File: config.mk
export PLATFORM = sky130hd
export DESIGN_NAME = reset_sequencer
export DESIGN_NICKNAME = d
export VERILOG_FILES = /design/src/rtl/reset_seq_pkg.sv /design/src/rtl/reset_sequencer_sync_debounce.sv /design/src/rtl/reset_sequencer.sv
export SDC_FILE = /design/constraint.sdc
export NUM_CORES = 1
export LEC_CHECK = 0
export BUFFER_PORTS_ARGS = -buffer_cell sky130_fd_sc_hd__buf_2
export CORE_MARGIN = 3
export CORE_UTILIZATION = 50
export CTS_BUF_LIST = sky130_fd_sc_hd__clkbuf_4 sky130_fd_sc_hd__clkbuf_8
export CTS_CLUSTER_SIZE = 20
export DETAILED_ROUTE_END_ITERATION = 10
export PLACE_DENSITY = 0.74
export SYNTH_ARGS = -nofsm -noshare
export SYNTH_HDL_FRONTEND = slang
export SYNTH_HIERARCHICAL = 1
export SYNTH_SLANG_ARGS = --single-unit
File: constraint.sdc
create_clock -name CLK -period 4.4 [get_ports CLK]
set_input_delay 1.1 -clock CLK [delete_from_list [all_inputs] [get_ports CLK]]
set_output_delay 1.1 -clock CLK [all_outputs]
set_load 0.02 [all_outputs]
File: src/rtl/reset_seq_pkg.sv
// reset_seq_pkg
//   Shared types and constants for the reset sequencer slice.
//   rst_state_t   : sequencer FSM states (encoding is visible on the debug port).
//   RST_COUNT_MAX : saturation value of the button-initiated reset counter.
//   cnt_width()   : counter width for a cycle count, never less than 1 bit.
package reset_seq_pkg;

    typedef enum logic [1:0] {
        ASSERTED = 2'd0,
        HOLD     = 2'd1,
        RUN      = 2'd2
    } rst_state_t;

    localparam logic [7:0] RST_COUNT_MAX = 8'd255;

    function automatic int unsigned cnt_width(input int unsigned n);
        return (n <= 2) ? 1 : $clog2(n);
    endfunction

endpackage

File: src/rtl/reset_sequencer_sync_debounce.sv
// sync_debounce
//   Brings the raw pushbutton into the CLK domain and debounces it.
//   Ports:
//     CLK        in  fast FPGA clock
//     RESET      in  asynchronous active-high reset
//     btn        in  raw, asynchronous, bouncing pushbutton
//     btn_stable out debounced level, 1 = pressed
module sync_debounce
    import reset_seq_pkg::*;
#(
    parameter int unsigned SYNC_STAGES     = 2,
    parameter int unsigned DEBOUNCE_CYCLES = 50000,
    parameter bit          BTN_ACTIVE_LOW  = 1'b1
) (
    input  logic CLK,
    input  logic RESET,
    input  logic btn,
    output logic btn_stable
);

    localparam int unsigned    DW       = cnt_width(DEBOUNCE_CYCLES);
    localparam logic [DW-1:0]  DEB_LAST = DW'(DEBOUNCE_CYCLES - 1);
    // Raw level the button shows when it is not pressed.
    localparam logic           IDLE_LVL = BTN_ACTIVE_LOW;

    logic [SYNC_STAGES-1:0] sync_q;
    logic                   btn_sync;
    logic [DW-1:0]          deb_cnt;
    logic                   stable_q;

    always_ff @(posedge CLK or posedge RESET) begin
        if (RESET) begin
            sync_q <= {SYNC_STAGES{IDLE_LVL}};
        end else begin
            sync_q <= {sync_q[SYNC_STAGES-2:0], btn};
        end
    end

    // Normalise polarity so that 1 always means pressed.
    assign btn_sync = sync_q[SYNC_STAGES-1] ^ BTN_ACTIVE_LOW;

    // The counter only runs while the synchronized level disagrees with the
    // accepted level; any agreeing cycle restarts the qualification window.
    always_ff @(posedge CLK or posedge RESET) begin
        if (RESET) begin
            deb_cnt  <= '0;
            stable_q <= 1'b0;
        end else if (btn_sync == stable_q) begin
            deb_cnt  <= '0;
        end else if (deb_cnt == DEB_LAST) begin
            deb_cnt  <= '0;
            stable_q <= ~stable_q;
        end else begin
            deb_cnt  <= deb_cnt + DW'(1);
        end
    end

    assign btn_stable = stable_q;

endmodule

File: src/rtl/reset_sequencer.sv
// reset_sequencer
//   Produces a clean registered active-low reset for the SoC from a raw
//   pushbutton: synchronize, debounce, then hold reset for a fixed time
//   after the button is released.
//   Ports:
//     CLK         in  fast FPGA clock
//     RESET       in  asynchronous active-high global reset
//     btn         in  raw, asynchronous, bouncing pushbutton
//     resetn      out registered active-low SoC reset (0 = in reset)
//     rst_state   out current FSM state encoding (debug/LED)
//     btn_stable  out debounced button level, 1 = pressed
//     reset_count out saturating count of button-initiated resets
module reset_sequencer
    import reset_seq_pkg::*;
#(
    parameter int unsigned SYNC_STAGES     = 2,
    parameter int unsigned DEBOUNCE_CYCLES = 50000,
    parameter int unsigned HOLD_CYCLES     = 1024,
    parameter bit          BTN_ACTIVE_LOW  = 1'b1
) (
    input  logic       CLK,
    input  logic       RESET,
    input  logic       btn,
    output logic       resetn,
    output logic [1:0] rst_state,
    output logic       btn_stable,
    output logic [7:0] reset_count
);

    localparam int unsigned   HW        = cnt_width(HOLD_CYCLES);
    localparam logic [HW-1:0] HOLD_LAST = HW'(HOLD_CYCLES - 1);

    logic       pressed;
    rst_state_t state_q,  state_d;
    logic [HW-1:0] hold_q, hold_d;
    logic       resetn_q, resetn_d;
    logic [7:0] count_q,  count_d;

    sync_debounce #(
        .SYNC_STAGES     (SYNC_STAGES),
        .DEBOUNCE_CYCLES (DEBOUNCE_CYCLES),
        .BTN_ACTIVE_LOW  (BTN_ACTIVE_LOW)
    ) u_sync_debounce (
        .CLK        (CLK),
        .RESET      (RESET),
        .btn        (btn),
        .btn_stable (pressed)
    );

    always_ff @(posedge CLK or posedge RESET) begin
        if (RESET) begin
            state_q  <= ASSERTED;
            hold_q   <= '0;
            resetn_q <= 1'b0;
            count_q  <= '0;
        end else begin
            state_q  <= state_d;
            hold_q   <= hold_d;
            resetn_q <= resetn_d;
            count_q  <= count_d;
        end
    end

    always_comb begin
        state_d = state_q;
        hold_d  = '0;
        count_d = count_q;
        case (state_q)
            ASSERTED: begin
                if (!pressed) state_d = HOLD;
            end
            HOLD: begin
                // A new press wins over hold completion.
                if (pressed) begin
                    state_d = ASSERTED;
                end else if (hold_q == HOLD_LAST) begin
                    state_d = RUN;
                end else begin
                    hold_d = hold_q + HW'(1);
                end
            end
            RUN: begin
                if (pressed) begin
                    state_d = ASSERTED;
                    if (count_q != RST_COUNT_MAX) count_d = count_q + 8'd1;
                end
            end
            default: state_d = ASSERTED;
        endcase
        // resetn is registered from the next state so it moves on the same
        // edge the FSM enters or leaves RUN, with no decode glitches.
        resetn_d = (state_d == RUN);
    end

    assign resetn      = resetn_q;
    assign rst_state   = state_q;
    assign btn_stable  = pressed;
    assign reset_count = count_q;

endmodule
==> flow_summary.ini <==
[critical_path]
r2r-start = u_sync_debounce/deb_cnt[0]$_DFF_PP0_
crit_buf_inv = 1
crit_start = u_sync_debounce/btn_stable$_DFFE_PP0P_
r2r_setup_slack_ps = 2650
crit_chain = buf_2
crit_fanout = 7
worstPathArrival_ps = 980
crit_type = flip-flop to primary output
reg2reg_depth = 5
crit_family = flip-flops
r2r_end = u_sync_debounce/deb_cnt[2]$_DFF_PP0_
cp-start-kind = flip-flop
slowest_stage = dfrtp_1
cp-end-kind = primary output
cpPeakStageDelay_ps = 480
critPathRequiredTime_ps = 3300

[grt]
grt_pass1_vias = 1339
grt_usage_pct = 17.5
grt_pass1_wl_mm = 5.95
grt_max_degree = 22
overflow = 0
antenna_found_initial = 0

[floorplan]
start_util_pct = 54.2
die_x_um = 67.6
die_area_um2 = 4560
fp.dieH_um = 67.6
core_area_um2 = 3490
io_pins = 15
num_rows = 21

[clock_network]
cts.sinks = 40
cts_setup_buffers = 0
cts_tree = done
postCtsResizedCells = 0
hold_buffers = 0
cts-root-buf = clkbuf_8
htreeDepth = 2
path_clk_slew_ps = 70
cts_buffers = 5
clk_latency_ps = 280
cts_buffer_depth = 2

[drt]
drt_iter0_drc = 70
routed_via_density = 5.41
remaining_drc_errors = 0
wl_mm = 3.26
vias = 1336
wl_per_cell_um = 13.2
drtPass1Iterations = 4
ant_nets = 0

[synth]
syn_inst = 182
synth_fp_nets = 188
netlist-cell-type-count = 35
synth.yosys.warnings = 6
synth_area_um2 = 1890
ys_ff_latch = 40
ys_seq_area_share_pct = 53.0
syn_area_per_cell_um2 = 10.4

[hold_path]
whs_path_depth = 0
worstHoldStart = u_sync_debounce/sync_q[0]$_DFF_PP1_
hold_class = flip-flop to flip-flop
holdPathEnd = u_sync_debounce/sync_q[1]$_DFF_PP1_

[power_and_ir_drop]
max-vdd-ir-drop_uv = 236
power_density_nw_per_um2 = 307
p_leak_nw = 0.929

[final_layout]
fin_util_pct = 59.9
fin_cells = 247
final_common_cell = dfrtp_1
final_layout_size_suffix_gt1_share_pct = 17.9
antenna_cells = 0
area_growth_pct = 10.6
fillers = 289
nets = 206
layout_common_cells = dfrtp_1, nor2_1, xnor2_1

[timing]
relSlewSlack_pct = 47.6
finalCriticalPeriod_ps = 2080
finalSetupViolations = 0
setup_ws_ps = 2320
timing.final.crit_share_pct = 47.2
hold_violations = 0
tightest_slew_ps = 785
report.final.slew_viol_count = 0
whs_ps = 358
max_freq_mhz = 482
fin_worst_skew_ps = 6.79
fin_tns_setup_ps = 0
rsz0062_at_grt = false

[run_status]
status = completed

[place]
dp_slack_ps = 2540
dpl.cell_count = 239
io_buffers = 14
hpwl_mm = 2.35
place_congestion = 0.806

[job]
cap_violations = 0
==> synthesized netlist by cell type (all sizes together) <==
| cell type | count | share of area [%] |
|---|---|---|
| or4 | 2 | 1.2 |
| xnor2 | 19 | 8.8 |
| or3 | 1 | 0.33 |
| a21oi | 1 | 0.26 |
| nor4bb | 1 | 0.53 |
| and3b | 1 | 0.53 |
| nor2b | 1 | 0.33 |
| buf | 2 | 1.1 |
| nand4bb | 2 | 1.2 |
| o22ai | 2 | 0.66 |
| nor3 | 6 | 1.6 |
| and4 | 2 | 0.99 |
| and3 | 2 | 0.99 |
| dfrtp | 38 | 50 |
| mux2 | 3 | 1.8 |
| clkbuf | 1 | 0.26 |
| o21ai | 1 | 0.26 |
| ha | 3 | 2.0 |
| nand4 | 11 | 3.6 |
| nor4 | 4 | 1.3 |
| dfstp | 2 | 2.8 |
| nor2 | 33 | 6.5 |
| xor2 | 6 | 2.8 |
| o21a | 1 | 0.40 |
| a31oi | 2 | 0.66 |
| nand3 | 12 | 3.7 |
| inv | 7 | 1.4 |
| a211o | 1 | 0.53 |
| nand2 | 15 | 3.4 |
==> cell type report <==
cell class / count / area [um^2] / share of cell area (%)
flip-flops and latches: 40 / 1000 / 47.9
multi-input cells: 132 / 840 / 40.1
clock buffers: 8 / 97.6 / 4.66
repair buffers: 14 / 70.1 / 3.35
well taps: 46 / 57.6 / 2.75
inverters: 7 / 26.3 / 1.25
==> state kept, by name, indices dropped and copies added, names as in the netlist <==
signal and count:
hold_q 10, resetn 1, rst_state 2, u_sync_debounce/btn_stable 1
u_sync_debounce/deb_cnt 16, u_sync_debounce/sync_q 2, reset_count 8
==> kinds of logic (layout without fill, tap and decap cells) <==
kind of cell	after synthesis	count (layout)	synth area share, %
simple gates	93	93	26.2
xor+xnor	25	25	11.6
flops	40	40	53.0
mux	3	3	1.78
fa+ha+maj	3	3	1.98
compound gates	8	8	2.77
buf+inv	10	29	2.71
==> worst max-delay path by stage <==
stage                                                 end  depth (start not counted)
floorplan           u_sync_debounce/deb_cnt[10]$_DFF_PP0_                          6
global placement                      hold_q[1]$_DFF_PP0_                          2
detailed placement                    hold_q[0]$_DFF_PP0_                          2
CTS                                            btn_stable                          1
global route                                   btn_stable                          1
finish                                         btn_stable                          1
==> power breakdown <==
part           internal (mW)  switching [mW]  leakage [nW]
registers              0.371         0.00276         0.535
clock network          0.140           0.114        0.0523
logic                0.00348          0.0112         0.342
==> metal layers <==
layer  GRT usage, %  share of wire, %
met5              0                 0
met2           27.8                50
met3           4.66               3.7
met1           22.5                46
met4           7.59              0.37
==> through the flow <==
| step | total power [mW] | area [um^2] |
|---|---|---|
| detailed placement | 0.397 | 2000 |
| CTS | 0.655 | 2090 |
| floorplan | 0.393 | 1890 |
| finish | 0.643 | 2090 |
| global placement | 0.396 | 2000 |
| global route | 0.673 | 2090 |
Note: power is estimated with default switching activity, not from simulation.
